**src/rtl/systolic_pkg.sv**
```systemverilog
// systolic_pkg
// Shared definitions for the systolic array feeder slice: default array
// dimensions, the operand element type, the feeder FSM state encoding and
// the feed sequence length helper.
package systolic_pkg;

  localparam int N_DEF  = 4;
  localparam int DW_DEF = 4;

  typedef logic [DW_DEF-1:0] elem_t;

  typedef enum logic [1:0] {
    IDLE = 2'd0,
    FEED = 2'd1,
    DONE = 2'd2
  } feed_state_t;

  // Number of FEED cycles for an n x n array: 2n-1 cycles of skewed data
  // followed by n-1 cycles of zero flush.
  function automatic int feed_len(input int n);
    return 3 * n - 2;
  endfunction

endpackage

```
**src/rtl/systolic_skew_feeder_lane.sv**
```systemverilog
// skew_lane
// One lane of the skewed wavefront. Given the feed cycle t and this lane's
// index LANE, it emits element (t - LANE) of the stored N-element vector.
// When t - LANE falls outside 0..N-1 it emits zero.
// Ports:
//   t_i     feed cycle counter value
//   vec_i   stored row/column, element k in bits [k*DW +: DW]
//   elem_o  selected element, or zero outside the window
module skew_lane
  import systolic_pkg::*;
#(
  parameter int N    = N_DEF,
  parameter int DW   = DW_DEF,
  parameter int CW   = 4,
  parameter int LANE = 0
) (
  input  logic [CW-1:0]   t_i,
  input  logic [N*DW-1:0] vec_i,
  output logic [DW-1:0]   elem_o
);

  int rel;

  // The offset is computed as a signed integer so that cycles before this
  // lane's window opens (t < LANE) go negative and simply match no element.
  // Cycles past the window exceed N-1 and likewise match nothing, leaving
  // the zero default on the output.
  always_comb begin
    rel    = int'(t_i) - LANE;
    elem_o = '0;
    for (int k = 0; k < N; k++) begin
      if (rel == k) begin
        elem_o = vec_i[k*DW +: DW];
      end
    end
  end

endmodule

```
**src/rtl/systolic_skew_feeder.sv**
```systemverilog
// systolic_skew_feeder
// Upstream feeder for an N x N systolic multiply array. Operand matrix A is
// written row by row and matrix B column by column into local buffers. On
// start the block streams the diagonally skewed wavefront onto the array's
// left edge (A rows) and top edge (B columns), flushes with zeros so the last
// operands traverse every PE, then pulses done. Data is passed unmodified.
// Ports:
//   clk_i, rst_i   clock (rising edge), asynchronous active-high reset
//   wr_valid_i     operand write request
//   wr_ready_o     high when a write would be accepted (IDLE only)
//   wr_sel_i       0 = A row, 1 = B column
//   wr_idx_i       row (A) or column (B) index; indices >= N are dropped
//   wr_data_i      element k in bits [k*DW +: DW]
//   start_i        begin a feed sequence, honoured in IDLE only
//   busy_o         high during FEED
//   left_o         lane i drives the left input of array row i
//   top_o          lane j drives the top input of array column j
//   feed_valid_o   high on every FEED cycle, including the flush
//   done_o         single-cycle pulse after the last flush cycle
module systolic_skew_feeder
  import systolic_pkg::*;
#(
  parameter int N  = N_DEF,
  parameter int DW = DW_DEF,
  parameter int IW = 3
) (
  input  logic            clk_i,
  input  logic            rst_i,
  input  logic            wr_valid_i,
  output logic            wr_ready_o,
  input  logic            wr_sel_i,
  input  logic [IW-1:0]   wr_idx_i,
  input  logic [N*DW-1:0] wr_data_i,
  input  logic            start_i,
  output logic            busy_o,
  output logic [N*DW-1:0] left_o,
  output logic [N*DW-1:0] top_o,
  output logic            feed_valid_o,
  output logic            done_o
);

  localparam int CW = $clog2(feed_len(N));
  localparam logic [CW-1:0] T_LAST = CW'(feed_len(N) - 1);

  feed_state_t     state_q, state_d;
  logic [CW-1:0]   t_q, t_d;
  logic [N*DW-1:0] a_q [N];
  logic [N*DW-1:0] a_d [N];
  logic [N*DW-1:0] b_q [N];
  logic [N*DW-1:0] b_d [N];
  logic            wr_en;
  logic            feed_d;
  logic [N*DW-1:0] left_d, top_d;

  // A write is taken only while ready (IDLE) and only for an index that
  // names a real row/column; out-of-range indices leave the buffers alone.
  assign wr_en = wr_valid_i & wr_ready_o & ({1'b0, wr_idx_i} < (IW+1)'(N));

  // Next-state view of the operand buffers. The lanes read this view rather
  // than the registered copy so that a write landing on the same edge as
  // start is already visible in the first feed cycle.
  always_comb begin
    a_d = a_q;
    b_d = b_q;
    for (int r = 0; r < N; r++) begin
      if (wr_en && (wr_idx_i == IW'(r))) begin
        if (wr_sel_i) begin
          b_d[r] = wr_data_i;
        end else begin
          a_d[r] = wr_data_i;
        end
      end
    end
  end

  // Sequencer: IDLE waits for start, FEED walks t from 0 to 3N-3, DONE lasts
  // exactly one cycle. start outside IDLE is dropped rather than remembered.
  always_comb begin
    state_d = state_q;
    t_d     = t_q;
    case (state_q)
      IDLE: begin
        if (start_i) begin
          state_d = FEED;
          t_d     = '0;
        end
      end
      FEED: begin
        if (t_q == T_LAST) begin
          state_d = DONE;
          t_d     = '0;
        end else begin
          t_d = t_q + CW'(1);
        end
      end
      DONE: begin
        state_d = IDLE;
      end
      default: begin
        state_d = IDLE;
        t_d     = '0;
      end
    endcase
  end

  assign feed_d = (state_d == FEED);

  // One skew lane per array row (fed from A rows) and one per array column
  // (fed from B columns). Lane g of either edge is delayed by g cycles.
  for (genvar g = 0; g < N; g++) begin : g_lane
    skew_lane #(.N(N), .DW(DW), .CW(CW), .LANE(g)) u_left (
      .t_i    (t_d),
      .vec_i  (a_d[g]),
      .elem_o (left_d[g*DW +: DW])
    );
    skew_lane #(.N(N), .DW(DW), .CW(CW), .LANE(g)) u_top (
      .t_i    (t_d),
      .vec_i  (b_d[g]),
      .elem_o (top_d[g*DW +: DW])
    );
  end

  // FSM state and feed cycle counter.
  always_ff @(posedge clk_i or posedge rst_i) begin
    if (rst_i) begin
      state_q <= IDLE;
      t_q     <= '0;
    end else begin
      state_q <= state_d;
      t_q     <= t_d;
    end
  end

  // Operand buffers. They are cleared only by reset and otherwise keep their
  // contents across feeds, so a second start replays the same streams.
  always_ff @(posedge clk_i or posedge rst_i) begin
    if (rst_i) begin
      for (int r = 0; r < N; r++) begin
        a_q[r] <= '0;
        b_q[r] <= '0;
      end
    end else begin
      a_q <= a_d;
      b_q <= b_d;
    end
  end

  // Registered outputs, decoded from the state being entered. Outside FEED
  // both edges are forced to zero so the array accumulates nothing.
  always_ff @(posedge clk_i or posedge rst_i) begin
    if (rst_i) begin
      left_o       <= '0;
      top_o        <= '0;
      feed_valid_o <= 1'b0;
      busy_o       <= 1'b0;
      done_o       <= 1'b0;
      wr_ready_o   <= 1'b1;
    end else begin
      left_o       <= feed_d ? left_d : '0;
      top_o        <= feed_d ? top_d : '0;
      feed_valid_o <= feed_d;
      busy_o       <= feed_d;
      done_o       <= (state_d == DONE);
      wr_ready_o   <= (state_d == IDLE);
    end
  end

endmodule

```
**config.mk**
```make
export PLATFORM = sky130hd
export DESIGN_NAME = systolic_skew_feeder
export DESIGN_NICKNAME = d
export VERILOG_FILES = /design/src/rtl/systolic_pkg.sv /design/src/rtl/systolic_skew_feeder_lane.sv /design/src/rtl/systolic_skew_feeder.sv
export SDC_FILE = /design/constraint.sdc
export NUM_CORES = 1
export LEC_CHECK = 0
export BUFFER_PORTS_ARGS = -buffer_cell sky130_fd_sc_hd__buf_2
export CORE_ASPECT_RATIO = 0.75
export CORE_MARGIN = 1
export CORE_UTILIZATION = 50
export CTS_BUF_LIST = sky130_fd_sc_hd__clkbuf_2 sky130_fd_sc_hd__clkbuf_4 sky130_fd_sc_hd__clkbuf_8
export DETAILED_ROUTE_END_ITERATION = 8
export PLACE_DENSITY_LB_ADDON = 0.05
export SLEW_MARGIN = 20
export SYNTH_ARGS = -nofsm -noshare
export SYNTH_HDL_FRONTEND = slang
export SYNTH_HIERARCHICAL = 1
export SYNTH_SLANG_ARGS = --single-unit
```
**constraint.sdc**
```tcl
create_clock -name clk_i -period 5.83 [get_ports clk_i]
set_input_delay 0.2915 -clock clk_i [delete_from_list [all_inputs] [get_ports clk_i]]
set_output_delay 0.2915 -clock clk_i [all_outputs]
set_load 0.02 [all_outputs]
```
==> impl_results.md, run 1 <==
- Htree depth: 4
- Area leader, netlist: dfrtp_1
- Max-slew violation count: 0
- Final std cells w/o fill: 819
- Io pins: 60
- Synth cell types: 44
- Final instance area: 8310 um2
- Crit path kind: register to register
- Final hold vios: 4
- Synthesized instance count: 543
- Die width: 143 um
- DR vias: 4572
- Setup-failing EPs final: 0
- Mapped cell area: 7470 um2
- Fin Setup TNS: 0 ps
- Clock-pin slew on the worst setup and hold paths: roughly 90 ps
- Max clock buf depth: 2
- Hold buffers post-CTS: 0
- Most common cell after layout, fill and taps aside: dfrtp_1
- Yosys top cell area share: 56.3%
- Clock latency on the worst-skew pair: around 460 ps
- Ys flop type: dfrtp_1
- Hold Crit Class: input port to asynchronous set/reset pin
- Die area: 15400 um2
- Global-route wire length before repair: 26900 um
- Starting Density: 51.5%
- Synth Area in Compound Gates: 6.32%
- Std cell rows: 38
- Failing checks: negative hold slack
- Synth top area cells: dfrtp_1 56%, mux2_2 19%, mux2i_1 4.3%, and2_1 2.8%, buf_6 1.5%
- VDD IR max: between 0.0003 and 0.0004 V
- Ys Warns: 6
- DP Cell Count: 787
- Drt first pass iters: 4
- Post-Synth Adder-Cell Area: 0.670%
- Syn nets: 571
- Final Util: 57.3%
- Post-synthesis register bit count: 169
- Drt first-iter violations: 412
- GRT Residual Overflow: 0
- Worst hold slack: -12.7 ps
- Gpl congestion: 0.781
- Main combinational cell family by area after synthesis: multiplexers
- Pwr Density: ~520 nW/um2
- Maxcap violations: 0
- Antenna violations before repair: 1
- Status: complete, but fails checks
- Maximum achievable frequency: between 0.3 and 0.4 GHz
- Largest net degree at the start of global routing: 102
- Num CTS Buffers: 17
- Worst flop-to-flop path startpoint: t_q[1]
- Register area: 4230 um2
- IO buf count: 59
- Via density: about 5.6
- Post-CTS setup buffers: 0
- Worst-path maximum fanout: 21
- Post-detailed-route count of antenna-violating nets: 0
- Mux contribution to synthesized area: 23.7%
- Fraction of registers with async set/reset: 100%
- Vias in the first global route: 4682
- Core Area: 14500 um2
- Req. time, crit path: 6180 ps
- Worst R2R Setup Slack: 2770 ps
- Period utilisation layout: a little over half
- Worst rel slew slack: 38.8%
- RSZ-0062 raised after global routing: false
- Placed cell areas: 7890 um2
- Total GRT Usage: between 20% and 30%
- Synth-to-Final Area Change: 11.3%
- # DRC: 0
- Post-DR wirelength/cell: roughly 21 um
- Layout Skew: 8.07 ps
- Crit end category: register
- Reg2reg end: left_o[10]
- LEAKAGE: 4.16 nW
- Share of the yosys chip area belonging to registers: 56.7%
- FF-to-FF path depth: 11
- XOR/XNOR share of the synthesized area: 0%
- Layout net count: 634
- Fill cell count: ~1200
- Antenna Cells: 0
- Share of layout cells above drive strength 1: between 40% and 50%
- Least-Margin Pin Slew: approximately 920 ps
- CTS tree: yes
- DPL Wire Length: around 11000 um
- # resized after CTS: 0
- Simple-gate portion of the synthesized area: 9.90%
- Post-synth EDFFs: 0
- CP startpoint kind: register
- Area of the multi-input gates: ~3000 um2
- Chip height: 108 um
- Commonest non-fill, non-tap cells in the layout: 168 x dfrtp_1, 129 x mux2_2, 59 x buf_2
- Clock sinks: 169
- Critical Path AT: 3410 ps
- Synth Area per Inst: 13.8 um2
- Tmin final: 3060 ps
- Clk root buf: clkbuf_8
- Final WL: roughly 17000 um
==> cell type report <==
type	instances	share of cell area (%)
sequential	169	50.9
multi-input combinational	346	36.6
timing repair buffer	65	4.10
clock buffer	20	3.24
tap	200	3.01
clock inverter	12	1.79
inverter	7	0.376
==> worst max-delay path by stage <==
stage / start / to / slack [ps] / cells past startpoint
floorplan: rst_i / a_q[0] / 970 / 1
global placement: t_q[0] / left_o[11] / 2980 / 10
detailed placement: t_q[0] / left_o[10] / 2830 / 10
CTS: t_q[1] / left_o[10] / 2800 / 11
global route: t_q[1] / left_o[11] / 2560 / 11
finish: t_q[1] / left_o[10] / 2770 / 11
==> worst max-delay path, cell delays in order, from the launching register on <==
cell and delay, ps:
dfrtp_1 410, inv_1 60, ha_1 170, and3b_1 220, nor2_1 240, a22o_1 760, inv_1 100, ha_1 260
and2_4 180, o211ai_2 270, o22ai_1 140, and2_1 150
==> through the flow <==
| step | total power, mW | worst slack, ps |
|---|---|---|
| 2_1_floorplan | 3.02 | 965 |
| 3_3_place_gp | 3.41 | 2980 |
| 3_5_place_dp | 3.47 | 2830 |
| 4_1_cts | 4.34 | 2800 |
| 5_1_grt | 4.58 | 2560 |
| 6_report | 4.33 | 2770 |
==> Yosys cell counts (3+ instances only) <==
cell type	n
a21oi_1	10
o22ai_1	17
inv_1	7
and2_1	33
dfrtp_1	168
clkbuf_1	3
a22oi_1	8
o221ai_1	8
buf_6	10
mux2_2	129
nand2_1	19
nand2_2	4
nor2b_1	5
nor2_1	15
o31ai_1	8
or2_2	6
nand3b_1	3
ha_1	4
mux2i_1	32
o21ai_0	8
buf_2	3
buf_4	5
o211ai_2	4
==> cells by family (layout without fill, tap and decap cells) <==
group                      after synthesis  count (layout)
adders and majority gates                4               4
AOI/OAI and AO/OA                       67              67
muxes                                  161             161
DFF                                    169             169
buffers and inverters                   28             104
and+or+nand+nor                        114             114
==> routing by layer <==
layer,track usage (%),vias up,wire (um)
li1,-,2092,-
met1,34.8,2369,8260
met2,38.0,100,7950
met3,5.56,11,898
met4,5.99,0,165
met5,0,-,0
==> state kept, by name, indices dropped and copies added, names as in the netlist <==
| name | flops |
|---|---|
| state_q | 2 |
| t_q | 4 |
| top_o | 16 |
| a_q | 64 |
| left_o | 16 |
| feed_valid_o | 1 |
| b_q | 64 |
| wr_ready_o | 1 |
| done_o | 1 |
==> power breakdown <==
| part | switching (mW) | internal (mW) | leakage, nW |
|---|---|---|---|
| combinational | 1.13 | 0.777 | 1.66 |
| clock | 0.429 | 0.448 | 0.204 |
| sequential | 0.0872 | 1.46 | 2.30 |
| total | 1.64 | 2.69 | 4.16 |
Power figures use the tool's default switching activity.
==> run 2, diff against run 1 <==
- ABC_AREA: unset -> 1
- clock period: 5.83 -> 2.67 ns (I/O delays scaled with it)
==> run 2 against run 1 <==
Net effect: the run now ends clean; sequential power increased by 120%; hold slack gained 160 ps; highest routed layer unchanged; critical endpoint is now top_o[5]; clock skew is 2.5 ps higher; synthesized area rose by 21%; sequential share of layout area is 9.2 points lower.
==> impl_results.md, run 2 <==
- Status: finished clean (was complete, but fails checks)
- Final Util: 57.2% (was 57.3%)
- Std cell rows: 42 (was 38)
- Drt first pass iters: 8 (was 4)
- Simple-gate portion of the synthesized area: 43.7% (was 9.90%)
- Clk root buf: clkbuf_8 (unchanged)
- Largest net degree at the start of global routing: 170 (was 102)
- RSZ-0062 raised after global routing: false (unchanged)
- Gpl congestion: 0.852 (was 0.781)
- Req. time, crit path: 3030 ps (was 6180 ps)
- Share of layout cells above drive strength 1: 12.7% (was 41.8%)
- Synth Area per Inst: 7.20 um2 (was 13.8 um2)
- Final WL: 26500 um (was 17300 um)
- Starting Density: 51.2% (was 51.5%)
- Area leader, netlist: dfrtp_1 (unchanged)
- Chip height: 119 um (was 108 um)
- Ys flop type: dfrtp_1 (unchanged)
- DPL Wire Length: 17500 um (was 10800 um)
- Synth top area cells: dfrtp_1 46%, nand2_1 26%, nand3_1 11%, a21boi_0 2.5%, inv_1 2.0% (was dfrtp_1 56%, mux2_2 19%, mux2i_1 4.3%, and2_1 2.8%, buf_6 1.5%)
- Drt first-iter violations: 908 (was 412)
- Fraction of registers with async set/reset: 100% (unchanged)
- Post-detailed-route count of antenna-violating nets: 0 (unchanged)
- Largest stage delay on the critical path: 460 ps (was 760 ps)
- Post-DR wirelength/cell: 17.1 um (was 21.1 um)
- Syn nets: 1288 (was 571)
- Setup-failing EPs final: 0 (unchanged)
- Tmin final: 2400 ps (was 3060 ps)
- Die area: 18700 um2 (was 15400 um2)
- Maximum achievable frequency: 0.416 GHz (was 0.327 GHz)
- GRT Residual Overflow: 0 (unchanged)
- Layout net count: 1327 (was 634)
- Die width: 158 um (was 143 um)
- Max-slew violation count: 0 (unchanged)
- CP max-delay cell: dfrtp_1 (was a22o_1)
- Clock-pin slew on the worst setup and hold paths: 90 ps (about the same)
- LEAKAGE: 5.62 nW (was 4.16 nW)
- Final instance area: 10100 um2 (was 8310 um2)
- Clock sinks: 169 (unchanged)
- Via density: 5.42 (was 5.58)
- Period utilisation layout: 90.0% (was 52.5%)
- Total power: 10.2 mW (was 4.33 mW)
- Most common cell after layout, fill and taps aside: nand2_1 (was dfrtp_1)
- Placed cell areas: 9660 um2 (was 7890 um2)
- Worst-path maximum fanout: 18 (was 21)
- Layout Skew: 10.6 ps (was 8.07 ps)
- Clock latency on the worst-skew pair: 460 ps (about the same)
- Worst rel slew slack: 35.8% (was 38.8%)
- Io pins: 60 (unchanged)
- Critical Path AT: 2770 ps (was 3410 ps)
- # resized after CTS: 0 (unchanged)
- Post-synth top cells: 620 x nand2_1, 204 x nand3_1, 168 x dfrtp_1 (was 168 x dfrtp_1, 129 x mux2_2, 33 x and2_1)
- Least-Margin Pin Slew: 963 ps (was 918 ps)
- Antenna violations before repair: 0 (was 1)
- Mapped cell area: 9070 um2 (was 7470 um2)
- CTS tree: yes (unchanged)
- Crit path kind: register to register (unchanged)
- Core Area: 17700 um2 (was 14500 um2)
- Top flop regs: a_q (64), b_q (64) (unchanged)
- CP startpoint kind: register (unchanged)
- Post-synth EDFFs: 0 (unchanged)
- Post-Synth Adder-Cell Area: 0.552% (was 0.670%)
- Global-route wire length before repair: 41500 um (was 26900 um)
- Synth cell types: 25 (was 44)
- Hold Crit Class: input port to register (was input port to asynchronous set/reset pin)
- Yosys top cell area share: 46.3% (was 56.3%)
- Commonest non-fill, non-tap cells in the layout: 620 x nand2_1, 201 x nand3_1, 168 x dfrtp_1 (was 168 x dfrtp_1, 129 x mux2_2, 59 x buf_2)
- Synth Area in Compound Gates: 2.92% (was 6.32%)
- DR vias: 8424 (was 4572)
- Max clock buf depth: 2 (unchanged)
- XOR/XNOR share of the synthesized area: 0.0965% (was 0%)
- Count leader, synth: nand2_1 (was dfrtp_1)
- Vias in the first global route: 7290 (was 4682)
- Num CTS Buffers: 17 (unchanged)
- Pwr Density: 1010 nW/um2 (was 521 nW/um2)
- Final worst setup slack: 267 ps (was 2770 ps)
- Worst hold slack: 152 ps (was -12.7 ps)
- Worst Setup Slack post-DPL: 278 ps (was 2830 ps)
- Post-synthesis register bit count: 169 (unchanged)
- CP dominant cell by count: nand2_1
- Antenna Cells: 0 (unchanged)
- # DRC: 0 (unchanged)
- Synth-to-Final Area Change: 11.7% (was 11.3%)
- Synthesized instance count: 1260 (was 543)
- VDD IR max: 0.000880 V (was 0.000349 V)
- Crit end category: register (unchanged)
- Mux contribution to synthesized area: 0% (was 23.7%)
- Crit-path cells: ha_2, nand3_4, nand2_4, inv_1, nand2_1, nand2_1, buf_4, inv_2, nand2_1, nor3_2, nand2_1, nand3_1, a21boi_0 (was inv_1, ha_1, and3b_1, nor2_1, a22o_1, inv_1, ha_1, and2_4, o211ai_2, o22ai_1, and2_1)
- Final hold vios: 0 (was 4)
- Maxcap violations: 0 (unchanged)
- Ys Warns: 6 (unchanged)
- Htree depth: 4 (unchanged)
- Total GRT Usage: 29.7% (was 24.5%)
- Main combinational cell family by area after synthesis: simple AND/OR/NAND/NOR gates (was multiplexers)
- Share of the yosys chip area belonging to registers: 46.6% (was 56.7%)
- IO buf count: 59 (unchanged)
run 2: layout make-up:
class,instances,area (um2)
Fill cell,1621,7580
Multi-Input combinational cell,967,4370
Sequential cell,169,4230
Timing Repair Buffer,84,536
Clock buffer,25,319
Tap cell,242,303
Inverter,60,229
Clock inverter,7,140
run 2: cells by family (layout without fill, tap and decap cells):
family,Yosys count,count (layout)
buffers and inverters,124,176
AOI/OAI and AO/OA,37,37
and+or+nand+nor,925,925
adders and majority gates,4,4
xor gates and xnor gates,1,1
DFF,169,169
run 2: per-stage QoR:
step           instances  TNS [ps]
6_report            1554         0
5_1_grt             1554         0
4_1_cts             1554         0
3_5_place_dp        1521         0
3_3_place_gp        1521         0
2_1_floorplan       1260      -207
run 2: path summary, 6_finish.rpt:
check	from	endpoint	slack, ps	cells past startpoint
hold reg to reg	b_q[40]	b_q[40]	500	2
min in group asynchronous	rst_i	top_o[5]	450	4
max in group asynchronous	rst_i	a_q[27]	1480	4
hold / removal	wr_idx_i[2]	b_q[20]	150	4
setup / recovery	t_q[0]	top_o[5]	270	13
setup reg to reg	t_q[0]	top_o[5]	270	13
run 2: layer usage:
metal	global-route usage (%)	vias to the layer above	wire [um]
li1	-	4106	-
met1	46.9	3990	13100
met2	41.6	307	11400
met3	6.20	21	1800
met4	5.40	0	259
met5	0	-	0
run 2: power breakdown:
part           total [mW]  switching (mW)  internal (mW)
combinational        4.68            3.32           1.36
sequential           3.40           0.291           3.11
clock                2.12           0.957           1.16
run 2: what timing repair did:
action / CTS / global route
endpoints found under the hold margin: 39 / 0
hold buffers: 1 / 0
endpoints found under the setup margin: 0 / 0
buffers inserted: 0 / 0
run 2: critical path, delay by kind of cell (launching register included):
| family | cells | cell delay (ps) |
|---|---|---|
| buffers and inverters | 3 | 400 |
| and+or+nand+nor | 8 | 980 |
| AOI/OAI and AO/OA | 1 | 230 |
| DFF | 1 | 460 |
| adders and majority gates | 1 | 240 |
==> run 3, diff against run 2 <==
- ABC_AREA: 1 -> unset
==> run 3 against run 2 <==
Net effect: critical path depth is 3 lower; global-route usage is 4.2 points lower; wire length is 34% lower; clock skew is 2.2 ps higher; register-to-register slack worse by 120 ps; cell count is 46% lower; power is 5.2% lower; core utilization is 1.2 points higher; combinational power is 4.5% lower; sequential power hardly changed; clock power is 15% lower; critical path type unchanged; critical endpoint is now top_o[13]; largest power group unchanged; highest routed layer unchanged.
==> impl_results.md, run 3 (same netlist as run 1, synthesis figures left out) <==
- Status: finished clean (unchanged)
- Total power: 9.67 mW (was 10.2 mW)
- Num CTS Buffers: 17 (unchanged)
- Total GRT Usage: 25.5% (was 29.7%)
- Most common cell after layout, fill and taps aside: dfrtp_1 (was nand2_1)
- Hold Path Stages: 2 (was 4)
- Crit path launch: t_q[1] (was t_q[0])
- Std cell rows: 38 (was 42)
- DR vias: 4622 (was 8424)
- Critical Path AT: 2880 ps (was 2770 ps)
- Worst-path maximum fanout: 23 (was 18)
- Antenna violations before repair: 1 (was 0)
- Gpl congestion: 0.765 (was 0.852)
- Die area: 15400 um2 (was 18700 um2)
- Sw power: 3.63 mW (was 4.57 mW)
- # DRC: 0 (unchanged)
- Worst R2R Setup Slack: 150 ps (was 270 ps)
- Clock share of power: 18.6% (was 20.8%)
- Setup-failing EPs final: 0 (unchanged)
- Sequential power share: 35.1% (was 33.4%)
- VDD IR max: 0.000737 V (was 0.000880 V)
- Antenna Cells: 0 (unchanged)
- Worst hold slack: 126 ps (was 152 ps)
- DPL Wire Length: 11500 um (was 17500 um)
- Maxcap violations: 0 (unchanged)
- Sw Share: 37.6% (was 44.8%)
- Crit end category: register (unchanged)
- Fin Setup TNS: 0 ps (unchanged)
- Drt first-iter violations: 317 (was 908)
- Combinational Power Share: 46.3% (was 45.9%)
- Layout Skew: 12.8 ps (was 10.6 ps)
- Commonest non-fill, non-tap cells in the layout: 168 x dfrtp_1, 129 x mux2_2, 59 x buf_2 (was 620 x nand2_1, 201 x nand3_1, 168 x dfrtp_1)
- CP startpoint kind: register (unchanged)
- Crit path kind: register to register (unchanged)
- Max clock buf depth: 2 (unchanged)
- Final hold vios: 0 (unchanged)
- Htree depth: 4 (unchanged)
- Req. time, crit path: 3030 ps (about the same)
- Clock latency on the worst-skew pair: 460 ps (about the same)
- RSZ-0062 raised after global routing: false (unchanged)
- Share of layout cells above drive strength 1: 43.1% (was 12.7%)
- Internal power: 6.04 mW (was 5.63 mW)
- Drt first pass iters: 4 (was 8)
- IO buf count: 59 (unchanged)
- Period utilisation layout: 94.5% (was 90.0%)
- Min-Delay Endpoint: b_q[20] (unchanged)
- Worst rel slew slack: 40.1% (was 35.8%)
- Top flop regs: a_q (64), b_q (64) (unchanged)
- Max-slew violation count: 0 (unchanged)
- Global-route wire length before repair: 28000 um (was 41500 um)
- Tmin final: 2520 ps (was 2400 ps)
- Die width: 143 um (was 158 um)
- Clock-pin slew on the worst setup and hold paths: 90 ps (about the same)
- Final WL: 17600 um (was 26500 um)
- Maximum achievable frequency: 0.396 GHz (was 0.416 GHz)
- Synth-to-Final Area Change: 13.4% (was 11.7%)
- Pwr Density: 1140 nW/um2 (was 1010 nW/um2)
- Layout net count: 650 (was 1327)
- Least-Margin Pin Slew: 897 ps (was 963 ps)
- Io pins: 60 (unchanged)
- FF-to-FF path depth: 10 (was 13)
- Vias in the first global route: 4868 (was 7290)
- Post-detailed-route count of antenna-violating nets: 0 (unchanged)
- GRT Residual Overflow: 0 (unchanged)
- Clock sinks: 169 (unchanged)
- CTS tree: yes (unchanged)
- Fill cell count: 1221 (was 1621)
- Hold Crit Class: input port to register (unchanged)
- Chip height: 108 um (was 119 um)
- Clk root buf: clkbuf_8 (unchanged)
- Starting Density: 51.5% (was 51.2%)
- Via density: 5.54 (was 5.42)
- Largest net degree at the start of global routing: 56 (was 170)
- Post-DR wirelength/cell: 21.1 um (was 17.1 um)
- LEAKAGE: 4.26 nW (was 5.62 nW)
- Hold Startpoint: wr_data_i[4] (was wr_idx_i[2])
- Reg2reg end: top_o[13] (was top_o[5])
- Core Area: 14500 um2 (was 17700 um2)
- Worst flop-to-flop path startpoint: t_q[1] (was t_q[0])
==> run 3: worst max path at each step <==
stage            endpoint  slack [ps]
2_1_floorplan  left_o[10]         220
3_3_place_gp    top_o[13]         230
3_5_place_dp    top_o[11]         130
4_1_cts         top_o[11]         100
5_1_grt         top_o[11]          80
6_report        top_o[13]         150
==> run 3: through the flow <==
stage	cells	utilization, %	instance area [um2]	setup slack [ps]
after detailed placement	800	55.5	8050	132
final	835	58.4	8470	146
after CTS	834	58.3	8460	102
after floorplan	543	-	7470	215
after global placement	800	55.5	8050	232
after global routing	835	58.4	8470	80.9
==> run 3: routing by layer <==
| layer | vias up | GRT usage, % | share of wire, % |
|---|---|---|---|
| met2 | 94 | 39.7 | 47 |
| met1 | 2401 | 35.8 | 48 |
| met5 | - | 0 | 0 |
| li1 | 2110 | - | - |
| met4 | 0 | 8.29 | 1.1 |
| met3 | 17 | 5.07 | 4.4 |
==> run 3: worst max-delay path: stages, from the launching register on <==
cell	delay (ps)
dfrtp_1	430
inv_1	80
ha_1	140
and3b_1	200
nor2_2	70
mux2_2	490
buf_4	250
or2_2	300
a22oi_1	220
o31ai_1	100
and2_1	140
==> run 3: layout make-up <==
cell class	count	area (um2)	area share, %
Sequential cell	169	4230	49.9
Multi-Input combinational cell	346	3040	35.9
Timing Repair Buffer	81	528	6.23
Clock buffer	23	292	3.44
Tap cell	200	250	2.95
Clock inverter	9	97.6	1.15
Inverter	7	30.0	0.355
==> run 3: power by group through the flow <==
stage          Combinational [mW]  Clock [mW]  Sequential (mW)
2_1_floorplan                3.07           0             3.53
3_3_place_gp                 4.34           0             3.41
3_5_place_dp                 4.42           0             3.45
4_1_cts                      4.44        1.85             3.40
5_1_grt                      4.84        1.96             3.46
6_report                     4.47        1.80             3.40
==> run 3: timing repair <==
action | 4_1_cts | 5_1_grt
endpoints found under the hold margin | 37 | 0
gates resized for setup | 0 | 1
setup endpoints to repair | 0 | 3
hold buffers | 2 | 0
buffers inserted | 0 | 1
